===== src/rtl/alu_issue_arbiter_if.sv =====
// -----------------------------------------------------------------------------
// alu_issue_pkg / alu_arb_if
// Purpose : shared ALU control word type and the bundle of requester, response
//           and ALU-side signals around alu_issue_arbiter.
// Modports: master - requesters plus ALU core (drive req_*, resp_ready,
//                    alu_result; observe grants, responses and ALU launch)
//           slave  - the arbiter itself (the mirror image)
// -----------------------------------------------------------------------------
package alu_issue_pkg;

  typedef enum logic [3:0] {
    CORE_OP_ADD     = 4'h0,
    CORE_OP_SUB     = 4'h1,
    CORE_OP_AND     = 4'h2,
    CORE_OP_OR      = 4'h3,
    CORE_OP_XOR     = 4'h4,
    CORE_OP_SLL     = 4'h5,
    CORE_OP_SRL     = 4'h6,
    CORE_OP_SLT     = 4'h7,
    CORE_OP_INVALID = 4'hF
  } core_op_e;

  typedef struct packed {
    core_op_e op;
    logic     cmp_unsigned;
  } s_control;

endpackage

interface alu_arb_if #(
  parameter int N_REQ = 2,
  parameter int XLEN  = 32
) ();

  logic [N_REQ-1:0]                   req_valid;
  logic [N_REQ-1:0]                   req_ready;
  alu_issue_pkg::s_control [N_REQ-1:0] req_ctrl;
  logic [N_REQ-1:0][XLEN-1:0]         req_a;
  logic [N_REQ-1:0][XLEN-1:0]         req_b;

  logic [N_REQ-1:0]                   resp_valid;
  logic [N_REQ-1:0]                   resp_ready;
  logic [N_REQ-1:0][XLEN-1:0]         resp_data;
  logic [N_REQ-1:0]                   resp_err;

  logic                               alu_valid;
  alu_issue_pkg::s_control            alu_ctrl;
  logic [XLEN-1:0]                    alu_a;
  logic [XLEN-1:0]                    alu_b;
  logic [XLEN-1:0]                    alu_result;

  modport master (
    output req_valid, req_ctrl, req_a, req_b, resp_ready, alu_result,
    input  req_ready, resp_valid, resp_data, resp_err,
           alu_valid, alu_ctrl, alu_a, alu_b
  );

  modport slave (
    input  req_valid, req_ctrl, req_a, req_b, resp_ready, alu_result,
    output req_ready, resp_valid, resp_data, resp_err,
           alu_valid, alu_ctrl, alu_a, alu_b
  );

endinterface


===== src/rtl/alu_issue_arbiter.sv =====
// -----------------------------------------------------------------------------
// alu_issue_arbiter
// Purpose : shares one fixed-latency ALU between N_REQ issue requesters.
//           One grant per cycle; a tag pipeline of LATENCY stages routes each
//           result (or an invalid-op error) back to a per-requester hold
//           register that is held until the requester consumes it.
// Ports   : clk   - rising-edge clock
//           rst_n - synchronous active-low reset
//           bus   - alu_arb_if.slave (requests, responses, ALU launch/result)
// Options : ALU_ARB_RR_EN defined   -> round-robin grant (pointer register)
//           ALU_ARB_RR_EN undefined -> fixed priority, lowest index wins
// -----------------------------------------------------------------------------
module alu_issue_arbiter
  import alu_issue_pkg::*;
#(
  parameter int N_REQ   = 2,
  parameter int XLEN    = 32,
  parameter int LATENCY = 1
) (
  input  logic     clk,
  input  logic     rst_n,
  alu_arb_if.slave bus
);

  localparam int IDW = (N_REQ > 1) ? $clog2(N_REQ) : 1;

  logic [N_REQ-1:0]             pending_q, pending_d;
  logic [LATENCY-1:0]           tag_v_q, tag_v_d;
  logic [LATENCY-1:0][IDW-1:0]  tag_id_q, tag_id_d;
  logic [LATENCY-1:0]           tag_err_q, tag_err_d;
  logic [N_REQ-1:0]             resp_valid_q, resp_valid_d;
  logic [N_REQ-1:0]             resp_err_q, resp_err_d;
  logic [N_REQ-1:0][XLEN-1:0]   resp_data_q, resp_data_d;

  logic [N_REQ-1:0]             eligible;
  logic                         gnt;
  logic [IDW-1:0]               gnt_id;
  logic                         gnt_err;
  logic [IDW-1:0]               exit_id;

`ifdef ALU_ARB_RR_EN
  logic [IDW-1:0]               rr_ptr_q, rr_ptr_d;
  int                           idx;
`endif

  // Grant selection and ALU launch
  always_comb begin
    eligible = bus.req_valid & ~pending_q;
    gnt      = 1'b0;
    gnt_id   = '0;
`ifdef ALU_ARB_RR_EN
    idx      = 0;
    // Search starts one past the last winner and wraps.
    for (int k = 1; k <= N_REQ; k++) begin
      idx = (int'(rr_ptr_q) + k) % N_REQ;
      if (!gnt && eligible[idx]) begin
        gnt    = 1'b1;
        gnt_id = IDW'(idx);
      end
    end
`else
    for (int i = N_REQ - 1; i >= 0; i--) begin
      if (eligible[i]) begin
        gnt    = 1'b1;
        gnt_id = IDW'(i);
      end
    end
`endif
    // No grants while reset is held, so nothing is launched or accepted.
    if (!rst_n) gnt = 1'b0;

    gnt_err = gnt && (bus.req_ctrl[gnt_id].op == CORE_OP_INVALID);

    bus.req_ready = '0;
    if (gnt) bus.req_ready[gnt_id] = 1'b1;

    bus.alu_valid = gnt & ~gnt_err;
    bus.alu_ctrl  = bus.req_ctrl[gnt_id];
    bus.alu_a     = bus.req_a[gnt_id];
    bus.alu_b     = bus.req_b[gnt_id];
  end

  // Tag pipeline, response hold registers, pending bits
  always_comb begin
    tag_v_d[0]   = gnt;
    tag_id_d[0]  = gnt_id;
    tag_err_d[0] = gnt_err;
    for (int s = 1; s < LATENCY; s++) begin
      tag_v_d[s]   = tag_v_q[s-1];
      tag_id_d[s]  = tag_id_q[s-1];
      tag_err_d[s] = tag_err_q[s-1];
    end

    exit_id      = tag_id_q[LATENCY-1];
    resp_valid_d = resp_valid_q & ~bus.resp_ready;
    resp_err_d   = resp_err_q;
    resp_data_d  = resp_data_q;
    // The exiting id cannot be holding an unconsumed result: pending
    // blocked its re-grant until the previous handshake.
    if (tag_v_q[LATENCY-1]) begin
      resp_valid_d[exit_id] = 1'b1;
      resp_err_d[exit_id]   = tag_err_q[LATENCY-1];
      resp_data_d[exit_id]  = tag_err_q[LATENCY-1] ? '0 : bus.alu_result;
    end

    pending_d = pending_q & ~(resp_valid_q & bus.resp_ready);
    if (gnt) pending_d[gnt_id] = 1'b1;

`ifdef ALU_ARB_RR_EN
    rr_ptr_d = gnt ? gnt_id : rr_ptr_q;
`endif
  end

  always_ff @(posedge clk) begin
    if (!rst_n) begin
      pending_q    <= '0;
      tag_v_q      <= '0;
      tag_id_q     <= '0;
      tag_err_q    <= '0;
      resp_valid_q <= '0;
      resp_err_q   <= '0;
      resp_data_q  <= '0;
`ifdef ALU_ARB_RR_EN
      rr_ptr_q     <= IDW'(N_REQ - 1);
`endif
    end else begin
      pending_q    <= pending_d;
      tag_v_q      <= tag_v_d;
      tag_id_q     <= tag_id_d;
      tag_err_q    <= tag_err_d;
      resp_valid_q <= resp_valid_d;
      resp_err_q   <= resp_err_d;
      resp_data_q  <= resp_data_d;
`ifdef ALU_ARB_RR_EN
      rr_ptr_q     <= rr_ptr_d;
`endif
    end
  end

  assign bus.resp_valid = resp_valid_q;
  assign bus.resp_err   = resp_err_q;
  assign bus.resp_data  = resp_data_q;

endmodule


===== src/flat_wrapper.sv =====
// flat-port wrapper written by rule: the top's interface ports become plain ports
module alu_issue_arbiter_flat import alu_issue_pkg::*;
#(
  parameter int N_REQ   = 2,
  parameter int XLEN    = 32,
  parameter int LATENCY = 1
)
  (clk, rst_n, bus_req_valid, bus_req_ctrl, bus_req_a, bus_req_b, bus_resp_ready, bus_alu_result, bus_req_ready, bus_resp_valid, bus_resp_data, bus_resp_err, bus_alu_valid, bus_alu_ctrl, bus_alu_a, bus_alu_b);
  alu_arb_if #(.N_REQ(N_REQ), .XLEN(XLEN)) bus_i ();
  input  logic clk;
  input  logic rst_n;
  input wire logic [$bits(bus_i.req_valid)-1:0] bus_req_valid;
  input wire logic [$bits(bus_i.req_ctrl)-1:0] bus_req_ctrl;
  input wire logic [$bits(bus_i.req_a)-1:0] bus_req_a;
  input wire logic [$bits(bus_i.req_b)-1:0] bus_req_b;
  input wire logic [$bits(bus_i.resp_ready)-1:0] bus_resp_ready;
  input wire logic [$bits(bus_i.alu_result)-1:0] bus_alu_result;
  output wire logic [$bits(bus_i.req_ready)-1:0] bus_req_ready;
  output wire logic [$bits(bus_i.resp_valid)-1:0] bus_resp_valid;
  output wire logic [$bits(bus_i.resp_data)-1:0] bus_resp_data;
  output wire logic [$bits(bus_i.resp_err)-1:0] bus_resp_err;
  output wire logic [$bits(bus_i.alu_valid)-1:0] bus_alu_valid;
  output wire logic [$bits(bus_i.alu_ctrl)-1:0] bus_alu_ctrl;
  output wire logic [$bits(bus_i.alu_a)-1:0] bus_alu_a;
  output wire logic [$bits(bus_i.alu_b)-1:0] bus_alu_b;
  assign bus_i.req_valid = bus_req_valid;
  assign bus_i.req_ctrl = bus_req_ctrl;
  assign bus_i.req_a = bus_req_a;
  assign bus_i.req_b = bus_req_b;
  assign bus_i.resp_ready = bus_resp_ready;
  assign bus_i.alu_result = bus_alu_result;
  assign bus_req_ready = bus_i.req_ready;
  assign bus_resp_valid = bus_i.resp_valid;
  assign bus_resp_data = bus_i.resp_data;
  assign bus_resp_err = bus_i.resp_err;
  assign bus_alu_valid = bus_i.alu_valid;
  assign bus_alu_ctrl = bus_i.alu_ctrl;
  assign bus_alu_a = bus_i.alu_a;
  assign bus_alu_b = bus_i.alu_b;
  alu_issue_arbiter #(.N_REQ(N_REQ), .XLEN(XLEN), .LATENCY(LATENCY)) u_core (.clk(clk), .rst_n(rst_n), .bus(bus_i));
endmodule

===== config.mk =====
export PLATFORM = sky130hd
export DESIGN_NAME = alu_issue_arbiter_flat
export DESIGN_NICKNAME = d
export VERILOG_FILES = /design/src/rtl/alu_issue_arbiter_if.sv /design/src/rtl/alu_issue_arbiter.sv /design/src/flat_wrapper.sv
export SDC_FILE = /design/constraint.sdc
export NUM_CORES = 1
export LEC_CHECK = 0
export ABC_AREA = 0
export CAP_MARGIN = 25
export CORE_MARGIN = 10
export CORE_UTILIZATION = 31
export CTS_BUF_LIST = sky130_fd_sc_hd__clkbuf_8
export DETAILED_ROUTE_END_ITERATION = 12
export GPL_ROUTABILITY_DRIVEN = 0
export PLACE_DENSITY_LB_ADDON = 0.05
export SLEW_MARGIN = 20
export SYNTH_ARGS = -nofsm -noshare
export SYNTH_HDL_FRONTEND = slang
export SYNTH_SLANG_ARGS = --single-unit
export TNS_END_PERCENT = 50

===== constraint.sdc =====
create_clock -name clk -period 1.8 [get_ports clk]
set_input_delay 0.54 -clock clk [delete_from_list [all_inputs] [get_ports clk]]
set_output_delay 0.54 -clock clk [all_outputs]
set_load 0.02 [all_outputs]

==> impl_metrics.toml <==
[outcome]
status = "complete, but fails checks"
violations = "negative setup slack"

[placement]
dp_hpwl_um = 15300
preCtsSetupSlack_ns = -1.18
port_buffers = 315

[detailed_routing]
first_iter_violations = 200
finalWirelength_um = 19700
via_count = 4291
wl_per_cell_um = 20.6
viasPerCell = 4.49
postRouteAntennaNets = 0
dr.pass1.iters = 6
drc_errors = 0

[yosys]
ys_ff_latch = 73
yosys.area_share.simple_pct = 21.3
synth_top_family_by_area = "multiplexers"
synth-xor-area-share_pct = 0
synthArstFlopShare_pct = 0
netlist_area_um2 = 3880
syn_nets = 610
synth_mux_area_share_pct = 26.5
synth_edf_count = 0
synth_compound_area_share_pct = 9.57
synthAdderAreaFrac_pct = 0
ys_warn_count = 0
yosysUniqueCellTypes = 24
syn_area_per_cell_um2 = 8.95
syn-instance-count = 434
yosysSeqAreaShare_pct = 37.6
synth_top_flop_cell = "dfxtp_1"

[worst_setup_path]
crit_required_ns = 1.26
path_delay_family = "buffers and inverters"
slowest_delay_ns = 0.34
start_kind = "flip-flop"
rr_startpoint = "u_core.pending_q[0]"
cp-end-kind = "output port"
path_class = "flip-flop to output port"
cp.arrival_ns = 1.79
reg2reg_slack_ns = 0.50
crit_path_start = "u_core.pending_q[1]"
cpMaxStageDelayCell = "dfxtp_2"
worstPathMaxFanout = 6
crit_chain = "nor2b_4, nand2_8, buf_12, buf_8, buf_16, mux2_4, buf_6"
critPathBufInv = 4

[global_routing]
grt_pass1_vias = 4543
grt_overflow = 0
grt_max_degree = 53
grt_first_pass_wirelength_um = 29200
grt_antenna_before_repair = 1
track_usage_pct = 21.6

[clock_tree]
cts_tree = "done"
cts-buffers-inserted = 9
clk_pin_slew_worst_paths_ns = 0.07
clkSinkCount = 73
worstSkewPairLatency_ns = 0.34
clk_path_buf_depth = 2
htree_levels = 3
cts-root-buf = "clkbuf_8"

[sta]
layout_setup_ws_ns = -0.525
fin_skew_ns = 0.0124
max_slew_margin_pct = 61.6
final.period_utilization_pct = 129
rsz0062_at_grt = "yes"
period_needed_ns = 2.33
whs_ns = 0.449
hold_viol_final = 0
finalSetupViolCount = 71
fmax_ghz = 0.430
finalSetupTns_ns = -31.63
max_slew.worst_pin.slew_ns = 0.575
drv_slew = 0

[cells_and_area]
final_common_cell = "clkdlybuf4s50_1"
syn2layout_area_growth_pct = 105
finalCoreUtilization_pct = 65.6
layout_common_cells = "164 x clkdlybuf4s50_1, 135 x nand2_1, 82 x buf_6"
finalNetCount = 959
drive_gt1_share_pct = 28.3
n_antenna_cell = 0

[floorplan]
die_y_um = 132
ioPinCount = 316
row_count = 40
fp.coreArea_um2 = 12200
dieArea_um2 = 17400
die_x_um = 132
start_util_pct = 31.9

[pwr]
switchingPower_mw = 1.44
p_seq_share_pct = 32.5
clock_power_share_pct = 31.0
intPower_mw = 3.86
p_leak_nw = 3.72
power_density_nw_per_um2 = 664
p_sw_share_pct = 27.1
irDropWorstVdd_mv = 0.351
combPwrFrac_pct = 36.6

[job]
cap_violations = 0

[hold_path]
min-delay-start = "u_core.bus.resp_data[27]"
hp-class = "flip-flop to flip-flop"
==> tightest hold or removal path, delay by kind of cell, from the launching register on <==
kind / cells / cell delay [ns]
flip-flops: 1 / 0.31
AO/OA/AOI/OAI: 1 / 0.05
AND/OR/NAND/NOR: 1 / 0.05
==> synth_stat cells (2+ instances only) <==
cell type	count	area share (%)
a21oi_1	70	9.0
buf_2	12	1.5
buf_6	7	2.0
clkbuf_1	13	1.3
dfxtp_1	73	38
mux2_1	2	0.58
mux2_4	67	26
nand2_1	135	13
nand2b_1	4	0.64
nor2_1	3	0.29
nor2b_1	34	5.5
o21ai_0	2	0.26
==> cells by family (layout without fill, tap and decap cells) <==
group	count (synthesis)	after routing
AND/OR/NAND/NOR	184	184
AO/OA/AOI/OAI	74	74
multiplexers	69	69
flip-flops	73	73
buffers and inverters	34	387
==> power groups by stage <==
stage / combinational [mW] / clock, mW / sequential [mW]
5_1_grt: 2.04 / 1.74 / 1.73
3_5_place_dp: 1.75 / 0 / 1.76
3_3_place_gp: 1.74 / 0 / 1.76
2_1_floorplan: 0.744 / 0 / 1.83
4_1_cts: 1.95 / 1.68 / 1.72
6_report: 1.94 / 1.64 / 1.72
==> per-stage QoR <==
step / power (mW) / area (um^2) / std cells
floorplan: 2.57 / 3880 / 434
global placement: 3.50 / 7300 / 914
detailed placement: 3.51 / 7300 / 914
CTS: 5.35 / 7980 / 953
global route: 5.51 / 7980 / 955
finish: 5.29 / 7980 / 955
==> sequential cells by signal, summed over array words and instances, names as in the netlist <==
register and count:
u_core.bus.resp_data 64, u_core.exit_id 1, u_core.pending_q 2, u_core.bus.resp_err 2, u_core.tag_v_q 1, u_core.tag_err_q 1
u_core.bus.resp_valid 2
==> final timing paths <==
check,endpoint,depth (start not counted)
worst max-delay path,bus_alu_b[17],7
worst min-delay path,u_core.bus.resp_data[27],2
worst max register to register,u_core.tag_err_q,6
worst min register to register,u_core.bus.resp_data[27],2
==> layer usage <==
layer  global-route usage [%]  vias to the layer above  part of all wire [%]
li1                         -                     2136                     -
met1                     21.8                     1963                    36
met2                     39.7                      176                    53
met3                     10.9                       14                    10
met4                     2.66                        2                  0.66
met5                        0                        -                 0.066
==> final cells by class <==
class,instances,area (um^2)
inverters,2,7.51
clock buffers,9,124
fillers,1049,4190
clock inverters,6,133
well taps,168,210
flip-flops and latches,73,1460
repair buffers,370,3760
multi-input cells,327,2280
==> what timing repair did <==
item / 4_1_cts / 5_1_grt
resized for setup: 556 / 13
pin swaps: 4 / 1
setup buffers: 18 / 4
gates cloned: 6 / 0
hold buffers: 0 / 0
hold endpoints to repair: 0 / 0
setup endpoints to repair: 140 / 72
(Power assumes the default switching activity.)
